## config.mk

```make
export PLATFORM = sky130hd
export DESIGN_NAME = uart_receiver
export DESIGN_NICKNAME = d
export VERILOG_FILES = /design/src/rtl/uart_receiver.sv
export SDC_FILE = /design/constraint.sdc
export NUM_CORES = 1
export LEC_CHECK = 0
export BUFFER_PORTS_ARGS = -buffer_cell sky130_fd_sc_hd__buf_2
export CORE_ASPECT_RATIO = 0.5
export CORE_UTILIZATION = 32
export CTS_CLUSTER_DIAMETER = 50
export DETAILED_ROUTE_END_ITERATION = 8
export GPL_TIMING_DRIVEN = 0
export PLACE_DENSITY = 0.59
export SLEW_MARGIN = 5
export SYNTH_ARGS = -nofsm -noshare
export SYNTH_HDL_FRONTEND = slang
export SYNTH_SLANG_ARGS = --single-unit
```

## constraint.sdc

```tcl
create_clock -name clk -period 2.2 [get_ports clk]
set_clock_uncertainty 0.05 [all_clocks]
set_input_delay 0.11 -clock clk [delete_from_list [all_inputs] [get_ports clk]]
set_output_delay 0.11 -clock clk [all_outputs]
set_load 0.02 [all_outputs]
```

## src/rtl/uart_receiver.sv

```systemverilog
// uart_receiver: UART receive engine for 8N1 frames (LSB first).
// The rx line is synchronized, each bit is sampled at mid-bit, and every good
// byte is presented on pc_r with a one-cycle rx_wr strobe into the receive FIFO.
// Framing, overrun and (optionally) parity errors are sticky until err_clr.
// Optional feature macro: RX_PARITY_EN -- when defined, frames are 8E1 and a
// parity mismatch sets parity_err and suppresses the write; when undefined,
// frames are 8N1 and parity_err is constant 0.

module uart_receiver #(
   parameter int CLKS_PER_BIT = 868,
   parameter int HALF_BIT     = CLKS_PER_BIT / 2
) (
   input  logic       clk,
   input  logic       rst,
   input  logic       rx,
   input  logic       fifo_full,
   input  logic       err_clr,
   output logic [7:0] pc_r,
   output logic       rx_wr,
   output logic       dma_rxend,
   output logic       frame_err,
   output logic       overrun_err,
   output logic       parity_err
);

   localparam int CNT_W = $clog2(CLKS_PER_BIT);
   localparam logic [CNT_W-1:0] BIT_LAST  = CNT_W'(CLKS_PER_BIT - 1);
   localparam logic [CNT_W-1:0] HALF_LAST = CNT_W'(HALF_BIT - 1);

   typedef enum logic [2:0] {
      RX_IDLE   = 3'd0,
      RX_START  = 3'd1,
      RX_DATA   = 3'd2,
      RX_STOP   = 3'd3,
      RX_WAIT   = 3'd4
`ifdef RX_PARITY_EN
      ,
      RX_PARITY = 3'd5
`endif
   } rx_state_t;

   rx_state_t        state_r;
   logic [CNT_W-1:0] cnt_r;
   logic [2:0]       idx_r;
   logic [7:0]       shift_r;
   logic             sync1_r;
   logic             rx_s;

`ifdef RX_PARITY_EN
   logic             par_bad_r;
   logic             par_err_r;

   // Even parity: the parity bit that makes the total count of ones even.
   function automatic logic even_parity(input logic [7:0] data);
      return ^data;
   endfunction

   assign parity_err = par_err_r;
`else
   assign parity_err = 1'b0;
`endif

   // Two-flop synchronizer for the asynchronous rx line; idles high.
   always_ff @(posedge clk) begin
      if (rst) begin
         sync1_r <= 1'b1;
         rx_s    <= 1'b1;
      end else begin
         sync1_r <= rx;
         rx_s    <= sync1_r;
      end
   end

   // Receive FSM: bit timing, byte assembly, write strobe and sticky error flags.
   always_ff @(posedge clk) begin
      if (rst) begin
         state_r     <= RX_IDLE;
         cnt_r       <= '0;
         idx_r       <= 3'd0;
         shift_r     <= 8'h00;
         pc_r        <= 8'h00;
         rx_wr       <= 1'b0;
         dma_rxend   <= 1'b1;
         frame_err   <= 1'b0;
         overrun_err <= 1'b0;
`ifdef RX_PARITY_EN
         par_bad_r   <= 1'b0;
         par_err_r   <= 1'b0;
`endif
      end else begin
         rx_wr <= 1'b0;

         // Clear first so that an error set later in this cycle takes priority.
         if (err_clr) begin
            frame_err   <= 1'b0;
            overrun_err <= 1'b0;
`ifdef RX_PARITY_EN
            par_err_r   <= 1'b0;
`endif
         end

         case (state_r)
            RX_IDLE: begin
               if (!rx_s) begin
                  cnt_r     <= '0;
                  dma_rxend <= 1'b0;
                  state_r   <= RX_START;
               end
            end

            RX_START: begin
               if (cnt_r == HALF_LAST) begin
                  cnt_r <= '0;
                  if (!rx_s) begin
                     idx_r   <= 3'd0;
                     state_r <= RX_DATA;
                  end else begin
                     // Too short to be a start bit: drop it silently.
                     dma_rxend <= 1'b1;
                     state_r   <= RX_IDLE;
                  end
               end else begin
                  cnt_r <= cnt_r + CNT_W'(1);
               end
            end

            RX_DATA: begin
               if (cnt_r == BIT_LAST) begin
                  cnt_r          <= '0;
                  shift_r[idx_r] <= rx_s;
                  if (idx_r == 3'd7) begin
`ifdef RX_PARITY_EN
                     state_r <= RX_PARITY;
`else
                     state_r <= RX_STOP;
`endif
                  end else begin
                     idx_r <= idx_r + 3'd1;
                  end
               end else begin
                  cnt_r <= cnt_r + CNT_W'(1);
               end
            end

`ifdef RX_PARITY_EN
            RX_PARITY: begin
               if (cnt_r == BIT_LAST) begin
                  cnt_r     <= '0;
                  par_bad_r <= (rx_s != even_parity(shift_r));
                  state_r   <= RX_STOP;
               end else begin
                  cnt_r <= cnt_r + CNT_W'(1);
               end
            end
`endif

            RX_STOP: begin
               if (cnt_r == BIT_LAST) begin
                  cnt_r <= '0;
                  if (rx_s) begin
                     // Back to idle mid-stop-bit so a following start bit is caught.
                     dma_rxend <= 1'b1;
                     state_r   <= RX_IDLE;
`ifdef RX_PARITY_EN
                     if (par_bad_r) begin
                        par_err_r <= 1'b1;
                     end else if (fifo_full) begin
                        overrun_err <= 1'b1;
                     end else begin
                        pc_r  <= shift_r;
                        rx_wr <= 1'b1;
                     end
`else
                     if (fifo_full) begin
                        overrun_err <= 1'b1;
                     end else begin
                        pc_r  <= shift_r;
                        rx_wr <= 1'b1;
                     end
`endif
                  end else begin
                     frame_err <= 1'b1;
                     state_r   <= RX_WAIT;
                  end
               end else begin
                  cnt_r <= cnt_r + CNT_W'(1);
               end
            end

            RX_WAIT: begin
               // A held-low line (break) must not look like a new start bit.
               if (rx_s) begin
                  dma_rxend <= 1'b1;
                  state_r   <= RX_IDLE;
               end
            end

            default: begin
               cnt_r     <= '0;
               dma_rxend <= 1'b1;
               state_r   <= RX_IDLE;
            end
         endcase
      end
   end

endmodule

```

==> results.txt <==
Sorting the synthesized cells by area gives the leading types as dfxtp_1, mux2i_1, nor2_1, nand2_1, ha_1. By area, the combinational part of the netlist is dominated by simple AND/OR/NAND/NOR gates. The number of antenna violations at the first check in global routing is 0. The relative contribution of combinational cells to total power came out at 19.6%. The I/O pin count is 18. The netlist area before placement came out at 1857 um2.

The post-synthesis share of cell area spent on xor and xnor gates is 0%. Setup repair after global routing left no endpoint under its margin. The maximum fanout along the worst path is 8. The yosys synthesis warning count is 0. The hold violation count in the final report is 0.

dfxtp_1 takes more of the synthesized area than any other cell. After synthesis, the most frequently instantiated cells are dfxtp_1, nor2_1, mux2i_1. The post-route DRC violation count came out at 0.

The power share of the clock group is 41.9%. The detailed router finished its first iteration with 47 violations. The synthesis-to-finish area growth is 19.95%. STA classifies the critical path endpoint as a flop. The gate count after technology mapping is 209. The net count of the finished layout came out at 241. The synthesized netlist devotes 11.39% of its cell area to compound gates. The top cell type by area accounts for 40.97% of the synthesized area. The pre-antenna-repair detailed-routing pass consisted of 5 iterations. The switching part of the total came out at 27.67%. The final weighted congestion of routability-driven global placement is 0.7854. The startpoint class of the critical path is a flop. TritonCTS built the clock tree. The data arrival time of the worst path is 2.27 ns. The leakage power is 0.0008153 uW. Registers take 762.0 um2. The wire length of the first global-routing pass came out at 6.858 mm.

The total global-route track usage is 14.58%. The path class of the tightest hold or removal check is in -> reg. The internal cell power came out at 1425 uW. The sequential share of power is 38.5%.

The die covers 6130 um2. The mux contribution to synthesized area is 9.704%. The total of flip-flops plus latches after synthesis is 38. The share of final-layout standard cells stronger than drive strength 1 came out at 16.81%.

The share of the core filled with cells is 40.21%. The die is 109.7 um wide. The adder and majority gate portion of the synthesized area came out at 2.695%. The share of the clock period used by the worst path is 95.54%. The number of synthesized flops with an enable pin is 0. The number of library cell types mapped by synthesis is 45. The number of diodes added for antenna fixing is 0. The total routed wirelength is 3.914 mm. The mean instance size in the synthesized netlist is 8.884 um2. The filler-free cell count of the finished design is 305. The clock-pin slew on the worst setup and hold paths is 0.05 ns.

The run finished with clean final reports. The worst setup path is of the reg -> reg kind. The number of H-tree levels is 2. The fill cell total of the finished layout came out at 563. The post-route minimum period came out at 2.102 ns. The detail route stage leaves a number of antenna-violating nets equal to 0. The worst ir drop on vdd is 0.3449 mV. The total power density per cell area is 884.7 nW/um2. The dominant cell by count in the synthesized netlist is dfxtp_1. The number of buffer cells added on primary ports came out at 15. Detailed placement finished with a half-perimeter wire length of 2.726 mm.

Summing all placed instances gives a cell area of 2023 um2. The final number of max-transition violations came out at 0. The clock passes through at most 2 buffers. The tightest hold margin is 0.05361 ns. The number of placement rows is 19. The highest attainable clock frequency is 475.7 MHz.

The clock latency on the worst-skew pair came out at 0.28 ns. The number of instances in the placed design is 297. The tree is rooted in a clkbuf_16. The total CTS buffers is 5. The via count came out at 1551. The async set or reset register ratio after synthesis is 0%. The number of clock sinks seen by CTS is 38. Measured along the y axis, the die boundary spans 55.87 um.

After detailed routing, the number of vias per cell comes to 5.085. The final-layout setup total negative slack is 0 ns. The most used flip-flop cell after synthesis is dfxtp_1. The net switching power of the design came out at 545.2 uW. The final design instance area without fill came out at 2227 um2. The initial cell density of the core is 33.52%. The count of max-cap constraint violations came out at 0.

The sequential fraction of the synthesis area is 40.97%. The routed wire length per instance is 12.83 um. Entering global routing, the biggest net connects 12 pins. The total overflow reported by the global router is 0. In this run the post-CTS setup repair buffer count came out at 0.

The via count of the first global-routing pass came out at 1453. The placeable core area came out at 5539 um2. The share of synthesized cell area in and, or, nand and nor gates came out at 31.00%. The area of combinational cells with multiple inputs is 1040 um2. The setup-violating endpoint count in the final report came out at 0. The net count after synthesis came out at 218.

STA puts the critical path data required time at 2.37 ns.
[cell type report]
| class | count | area share, % |
|---|---|---|
| multi-input combinational | 153 | 46.69 |
| sequential | 38 | 34.21 |
| clock buffer | 6 | 6.236 |
| tap | 73 | 4.101 |
| timing repair buffer | 16 | 3.820 |
| buffer | 16 | 3.258 |
| clock inverter | 1 | 1.348 |
| inverter | 2 | 0.3371 |
[power by group through the flow]
stage	Combinational [uW]	Sequential, uW	Clock (uW)
global route	428	768	877
floorplan	272	770	0
detailed placement	371	772	0
global placement	369	771	0
CTS	374	757	838
finish	386	759	825
[kinds of logic (layout without fill, tap and decap cells)]
logic type      count (synthesis)  in the layout
compound gates                 29             29
fa+ha+maj                       4              4
buf+inv                        18             41
flops                          38             38
mux                            18             18
other cells                     1              1
simple gates                  101            101
[path summary, 6_finish.rpt]
path	startpoint	cells after the start	slack [ns]	endpoint
setup / recovery	cnt_r[0]	6	0.1	cnt_r[9]
hold / removal	err_clr	3	0.05	frame_err
setup reg to reg	cnt_r[0]	6	0.1	cnt_r[9]
hold reg to reg	sync1_r	1	0.36	rx_s
[cells in the final DEF, fill, tap and decap left out, types with 3 or more instances in the layout]
master / synthesis / routed
a21oi_1: 7 / 7
a31oi_1: 4 / 4
buf_2: 3 / 16
clkbuf_1: 12 / 12
clkbuf_16: 0 / 5
dfxtp_1: 38 / 37
ha_1: 4 / 4
mux2i_1: 18 / 18
nand2_1: 14 / 14
nand2b_1: 4 / 4
nand3_1: 10 / 10
nand3b_1: 6 / 6
nand4_1: 3 / 3
nand4b_1: 4 / 4
nor2_1: 27 / 27
nor2b_1: 4 / 4
o21ai_0: 4 / 4
or2_2: 3 / 3
or3_1: 4 / 4
or4_1: 4 / 4
[per-stage QoR]
| stage | setup slack, ns | power, uW |
|---|---|---|
| finish | 0.09802 | 1970 |
| global route | 0.001390 | 2073 |
| CTS | 0.06235 | 1969 |
| detailed placement | 0.08663 | 1144 |
| global placement | 0.1064 | 1140 |
| floorplan | 0.2536 | 1042 |
[layer usage]
layer | track usage (%) | vias up | wire (um)
li1 | - | 797 | -
met1 | 20.38 | 729 | 2023
met2 | 20.66 | 18 | 1711
met3 | 3.747 | 7 | 100
met4 | 7.238 | 0 | 80
met5 | 0 | - | 0
[critical path, stage by stage (launching register included)]
cell and delay, ns:
dfxtp_2 0.34, ha_1 0.24, and4bb_2 0.29, a31o_2 0.27, a21o_2 0.28, or4_1 0.48
nand3_1 0.09
[repair_timing]
item	CTS	global route
hold buffers	1	0
endpoints found under the setup margin	0	18
endpoints found under the hold margin	1	0
resized for setup	0	7
[sequential cells by signal, summed over array words and instances, names as in the netlist]
register,count
rx_s,1
frame_err,1
pc_r,8
rx_wr,1
sync1_r,1
cnt_r,10
state_r,3
idx_r,3
shift_r,8
overrun_err,1
dma_rxend,1
No activity file was read; power rests on OpenSTA's default activity.
